## src/rtl/multicycle_control.sv

```systemverilog
// Multicycle LEGv8 sequencer: fetch/decode/exec/mem/wb phases, memory wait timeout, illegal-op trap.
// Optional retired-instruction counter enabled by defining CTRL_PERF_CNT_EN.
module multicycle_control #(
  parameter int unsigned WAIT_MAX = 15
) (
  input  logic        CLK,
  input  logic        Reset,
  input  logic [10:0] opcode,
  input  logic        zero,
  input  logic        mem_ready,
  output logic        mem_req,
  output logic        irwrite,
  output logic        pcwrite,
  output logic        pcsrc,
  output logic        memread,
  output logic        memwrite,
  output logic        regwrite,
  output logic        reg2loc,
  output logic        alusrc,
  output logic        mem2reg,
  output logic [3:0]  aluop,
  output logic [1:0]  signop,
  output logic [2:0]  state,
`ifdef CTRL_PERF_CNT_EN
  output logic [31:0] instret,
`endif
  output logic        halted
);

  typedef enum logic [2:0] {
    StFetch  = 3'd0,
    StDecode = 3'd1,
    StExec   = 3'd2,
    StMem    = 3'd3,
    StWb     = 3'd4,
    StTrap   = 3'd5
  } state_e;

  typedef enum logic [3:0] {
    ClsNone, ClsAnd, ClsOrr, ClsAdd, ClsSub, ClsAddi, ClsSubi, ClsLdur, ClsStur, ClsB, ClsCbz
  } class_e;

  localparam logic [7:0] WaitMax = 8'(WAIT_MAX);

  state_e     state_q, state_d;
  class_e     class_q, class_d, class_dec;
  logic [7:0] wait_q, wait_d;

  // Priority order matters: overlapping patterns resolve to the first listed class.
  function automatic class_e decode_op(input logic [10:0] op);
    casez (op)
      11'b?1?10001???: return ClsSubi;
      11'b?00101?????: return ClsB;
      11'b?011010????: return ClsCbz;
      11'b??111000010: return ClsLdur;
      11'b?0001010???: return ClsAnd;
      11'b?0101010???: return ClsOrr;
      11'b?0?01011???: return ClsAdd;
      11'b?1?01011???: return ClsSub;
      11'b?0?10001???: return ClsAddi;
      11'b??111000000: return ClsStur;
      default:         return ClsNone;
    endcase
  endfunction

  always_comb class_dec = decode_op(opcode);

  always_comb begin
    state_d  = state_q;
    class_d  = class_q;
    wait_d   = wait_q;
    mem_req  = 1'b0;
    irwrite  = 1'b0;
    pcwrite  = 1'b0;
    pcsrc    = 1'b0;
    memread  = 1'b0;
    memwrite = 1'b0;
    regwrite = 1'b0;
    reg2loc  = 1'b0;
    alusrc   = 1'b0;
    mem2reg  = 1'b0;
    aluop    = 4'b0000;
    signop   = 2'b00;
    halted   = 1'b0;

    case (state_q)
      StFetch: begin
        mem_req = 1'b1;
        if (mem_ready) begin
          irwrite = 1'b1;
          pcwrite = 1'b1;
          state_d = StDecode;
        end else if (wait_q == WaitMax) begin
          state_d = StTrap;
        end
      end
      StDecode: begin
        class_d = class_dec;
        state_d = (class_dec == ClsNone) ? StTrap : StExec;
      end
      StExec: begin
        state_d = StWb;
        case (class_q)
          ClsAnd:  aluop = 4'b0000;
          ClsOrr:  aluop = 4'b0001;
          ClsAdd:  aluop = 4'b0010;
          ClsSub:  aluop = 4'b0110;
          ClsAddi: begin aluop = 4'b0010; alusrc = 1'b1; reg2loc = 1'b1; end
          ClsSubi: begin aluop = 4'b0110; alusrc = 1'b1; reg2loc = 1'b1; end
          ClsLdur: begin
            aluop = 4'b0010; alusrc = 1'b1; signop = 2'b01; state_d = StMem;
          end
          ClsStur: begin
            aluop = 4'b0010; alusrc = 1'b1; reg2loc = 1'b1; signop = 2'b01; state_d = StMem;
          end
          ClsB: begin
            signop = 2'b10; pcwrite = 1'b1; pcsrc = 1'b1; state_d = StFetch;
          end
          ClsCbz: begin
            aluop = 4'b0111; reg2loc = 1'b1; signop = 2'b11;
            pcsrc = 1'b1; pcwrite = zero; state_d = StFetch;
          end
          default: state_d = StTrap;
        endcase
      end
      StMem: begin
        mem_req  = 1'b1;
        alusrc   = 1'b1;
        aluop    = 4'b0010;
        signop   = 2'b01;
        memread  = (class_q == ClsLdur);
        memwrite = (class_q == ClsStur);
        if (mem_ready) begin
          if (class_q == ClsLdur)      state_d = StWb;
          else if (class_q == ClsStur) state_d = StFetch;
          else                         state_d = StTrap;
        end else if (wait_q == WaitMax) begin
          state_d = StTrap;
        end
      end
      StWb: begin
        regwrite = 1'b1;
        mem2reg  = (class_q == ClsLdur);
        state_d  = StFetch;
      end
      StTrap:  halted  = 1'b1;
      default: state_d = StTrap;
    endcase

    if ((state_d == StFetch || state_d == StMem) && state_d != state_q) begin
      wait_d = 8'd0;
    end else if (mem_req && mem_ready) begin
      wait_d = 8'd0;
    end else if (mem_req) begin
      wait_d = wait_q + 8'd1;
    end

    // Reset silences every strobe immediately, including the FETCH request.
    if (Reset) begin
      mem_req  = 1'b0;
      irwrite  = 1'b0;
      pcwrite  = 1'b0;
      pcsrc    = 1'b0;
      memread  = 1'b0;
      memwrite = 1'b0;
      regwrite = 1'b0;
      reg2loc  = 1'b0;
      alusrc   = 1'b0;
      mem2reg  = 1'b0;
      aluop    = 4'b0000;
      signop   = 2'b00;
      halted   = 1'b0;
    end
  end

  always_ff @(posedge CLK or posedge Reset) begin
    if (Reset) begin
      state_q <= StFetch;
      class_q <= ClsNone;
      wait_q  <= 8'd0;
    end else begin
      state_q <= state_d;
      class_q <= class_d;
      wait_q  <= wait_d;
    end
  end

  assign state = state_q;

`ifdef CTRL_PERF_CNT_EN
  logic [31:0] instret_q, instret_d;
  logic        retire;

  always_comb begin
    retire = (state_q == StWb) ||
             (state_q == StExec && (class_q == ClsB || class_q == ClsCbz)) ||
             (state_q == StMem && class_q == ClsStur && mem_ready);
    instret_d = retire ? instret_q + 32'd1 : instret_q;
  end

  always_ff @(posedge CLK or posedge Reset) begin
    if (Reset) instret_q <= 32'd0;
    else       instret_q <= instret_d;
  end

  assign instret = instret_q;
`endif

endmodule

```

## config.mk

```make
export PLATFORM = sky130hd
export DESIGN_NAME = multicycle_control
export DESIGN_NICKNAME = d
export VERILOG_FILES = /design/src/rtl/multicycle_control.sv
export SDC_FILE = /design/constraint.sdc
export NUM_CORES = 1
export LEC_CHECK = 0
export ABC_CLOCK_PERIOD_IN_PS = 2200
export CAP_MARGIN = 20
export CORE_MARGIN = 8
export CORE_UTILIZATION = 25
export CTS_BUF_LIST = sky130_fd_sc_hd__clkbuf_2
export CTS_CLUSTER_DIAMETER = 100
export DETAILED_ROUTE_END_ITERATION = 16
export PLACE_DENSITY_LB_ADDON = 0.08
export SLEW_MARGIN = 20
export SYNTH_ARGS = -nofsm -noshare
export SYNTH_HDL_FRONTEND = slang
export SYNTH_SLANG_ARGS = --single-unit
```

## constraint.sdc

```tcl
create_clock -name CLK -period 2.2 [get_ports CLK]
set_input_delay 0.44 -clock CLK [delete_from_list [all_inputs] [get_ports CLK]]
set_output_delay 0.44 -clock CLK [all_outputs]
set_load 0.02 [all_outputs]
```

==> metrics.csv <==
stage;metric;value;unit
drt;drt drc;0;
finish;multi-input combinational cell area;913.4;sq um
clocking;CTS Buffer Depth;2;
yosys;Top FF cell, synth;dfrtp_1;
placement;hpwl dp;3589;um
setup_path;Setup CP Type;in -> out;
pwr;Max rail drop VDD;0.0004365;V
die;Die Wd;89.39;um
drt;Vias/cell;5.162;
finish;share of cells above drive strength 1;27.59;%
finish;most common cell after layout, fill and taps aside;buf_4;
finish;Layout area overhead;42.66;%
finish;ANT cells;0;
global_routing;GRT Total Usage;11.68;%
finish;fillcell total;582;
setup_path;crit path launch type;primary input;
drt;DRT Pass-1 Iters;4;
global_routing;global-route wire length before repair;7424;um
finish;most frequent cells in the layout;buf_4 (33), clkdlybuf4s50_1 (16), a21oi_1 (14), nor2_1 (14), dfrtp_1 (14);
setup_path;Worst R2R Start;class_q[0];
timing;final-report max-slew violation count;0;
timing;crit path time final;2.144;ns
setup_path;WP depth;5;
timing;worst setup margin;0.05571;ns
placement;I/O Buffers;32;
global_routing;largest net degree at the start of global routing;18;
hold_path;Hold Path Origin;wait_q[7];
yosys;post-synthesis instance area;1346;sq um
clocking;hold_buf cts;0;
die;die height;89.39;um
yosys;Syn Area/Cell;7.606;sq um
drt;Starting DRT DRC Count;79;
setup_path;Critical R2R Capture;wait_q[2];
pwr;leakage;0.8092;nW
global_routing;grt ovf;0;
yosys;Synth Area in Compound Gates;27.14;%
setup_path;CP required;1.76;ns
yosys;Warnings, synthesis;0;
drt;mean routed wirelength per cell;14.53;um
clocking;CTS Root Cell;clkbuf_2;
die;row cnt;26;
placement;Area after DPL;1928;sq um
clocking;Reg clk slew, reported paths;0.20;ns
setup_path;worst r2r path cells;6;
yosys;main combinational cell family by area after synthesis;simple AND/OR/NAND/NOR gates;
clocking;worst skew pair latency;0.31;ns
clocking;CTS sink cnt;15;
yosys;synthesized flop and latch total;15;
run;Max Cap Viol;0;
global_routing;initial antenna violation count;0;
die;Die ar.;7990;sq um
setup_path;CP max stage cell;clkdlybuf4s50_1;
setup_path;critical path data arrival time;1.70;ns
die;I/O pin count;35;
finish;nets@finish;249;
yosys;Mapped Cells;177;
clocking;CTS buffer count;3;
timing;clock skew;0.03564;ns
pwr;Tot Pwr;1.634;mW
timing;setup repair after global routing missed its margin;yes;
die;initial core utilization;26.19;%
timing;WHS;0.5848;ns
placement;GP Congestion;0.8187;
yosys;multiplexer share of the synthesized area;0.7435;%
placement;dpl ws;-0.3397;ns
setup_path;cells along the critical path;clkdlybuf4s50_1 > buf_4 > inv_1 > and4_1 > dlygate4sd2_1;
drt;final WL;4387;um
clocking;Max H-tree Level;1;
setup_path;flop-to-flop setup slack;0.20;ns
setup_path;CP Capture Type;output pin;
drt;via count;1559;
hold_path;Worst Hold Class;reg -> reg;
hold_path;Hold Path Stages;2;
yosys;syn_nets;193;
status;status;finished, final reports clean;
yosys;register area share after synthesis;27.88;%
timing;Fmax;466.4;MHz
clocking;CTS tree;yes;
finish;area occupied by registers;376.6;sq um
yosys;XOR/XNOR Fraction of Synth Area;2.602;%
finish;Finished Cell Area;1921;sq um
setup_path;Top delay family on crit path;buffers and inverters;
clocking;post-CTS setup buffers;0;
die;core area;5140;sq um
yosys;fraction of registers with async set/reset;100.0;%
setup_path;buffers and inverters on the worst path;4;
timing;Fin. Hold Viols;0;
timing;Final Setup Violations;0;
drt;Routed Antenna Nets;0;
setup_path;CP max stage delay;0.52;ns
pwr;power per cell area;850.6;nW/um^2
hold_path;hold path endpoint;wait_q[7];
yosys;Post-synth EDFFs;0;
yosys;number of library cell types mapped by synthesis;50;
yosys;area share of and/or/nand/nor cells after synthesis;33.36;%
yosys;Adder-Cell Fraction of Synth Area;0.9294;%
global_routing;vias in the first global route;1543;
setup_path;Max FO, Critical Path;5;
timing;part of the cycle the worst path needs;97.47;%
==> state kept, by name, summed over array words and instances (netlist names) <==
register	count
class_q	4
wait_q	8
state	3
==> power breakdown <==
| part | leakage [nW] | internal [mW] | switching (mW) |
|---|---|---|---|
| Clock | 0.0126 | 0.0424 | 0.103 |
| Combinational | 0.610 | 0.480 | 0.572 |
| Sequential | 0.187 | 0.357 | 0.0796 |
==> cell usage after synthesis (2+ instances only) <==
cell	instances	area share [%]
a211oi_1	4	2.2
and3_1	5	2.3
nand3b_1	2	1.1
a21oi_1	15	5.6
o31ai_1	2	1.1
and4b_1	2	1.5
nand3_1	5	1.9
nand4b_1	4	2.6
nor3b_1	2	1.1
nand2b_1	5	2.3
nor4_1	4	1.9
o22ai_1	3	1.4
o211ai_1	2	1.1
clkbuf_1	5	1.4
a31oi_1	5	2.3
nor2_1	17	4.7
inv_1	9	2.5
nor3_1	10	3.7
dfrtp_1	15	28
nor2b_1	4	1.9
xnor2_1	3	2.0
buf_2	4	1.5
nand2_1	10	2.8
and2_1	3	1.4
a21boi_0	2	1.1
o21ai_0	11	4.1
==> area by class of cell <==
type	instances	area share, %
clock buffer	3	0.7818
clock inverter	1	0.3909
inverter	10	1.954
multi-input combinational	141	47.56
sequential	15	19.61
tap	70	4.560
timing repair buffer	62	25.15
==> worst reg2reg max path, stage by stage (launching register included) <==
cell	delay [ns]
dfrtp_1	0.41
or4b_4	0.56
buf_6	0.15
a22oi_2	0.22
o221ai_2	0.17
a22oi_4	0.30
a21oi_1	0.08
==> through the flow <==
step                util (%)  std cells  TNS [ns]
finish                 37.37        302         0
CTS                    37.22        302         0
detailed placement     37.51        298    -4.323
global placement       37.51        298    -3.993
global route           37.37        302  -0.07704
floorplan                  -        177         0
==> how the worst max path moves through the flow <==
stage	slack, ns	start	endpoint
floorplan	0.05	state[1]	aluop[0]
finish	0.06	Reset	irwrite
global route	-0.06	state[2]	pcwrite
detailed placement	-0.34	Reset	aluop[0]
CTS	0.005	class_q[2]	signop[0]
global placement	-0.33	Reset	aluop[0]
==> metal layers <==
metal	GRT usage (%)	vias up	part of all wire (%)
met1	14.26	757	46
met2	19.80	33	51
met3	2.849	2	3.1
li1	-	767	-
met4	3.172	0	0.43
met5	0	-	0
==> cell families (layout without fill, tap and decap cells) <==
| kind of cell | count (synthesis) | after routing |
|---|---|---|
| adder cells (fa/ha/maj) | 1 | 1 |
| AO/OA/AOI/OAI | 54 | 54 |
| AND/OR/NAND/NOR | 80 | 80 |
| multiplexers | 1 | 1 |
| other | 1 | 1 |
| buffers and inverters | 21 | 76 |
| XOR/XNOR | 4 | 4 |
| flip-flops | 15 | 15 |
==> what timing repair did <==
item                                    in CTS  in global routing
gates resized for setup                     52                 27
cloned                                       0                  0
endpoints found under the setup margin      16                 16
pin swaps                                    1                  2
Note: power is estimated with default switching activity, not from simulation.
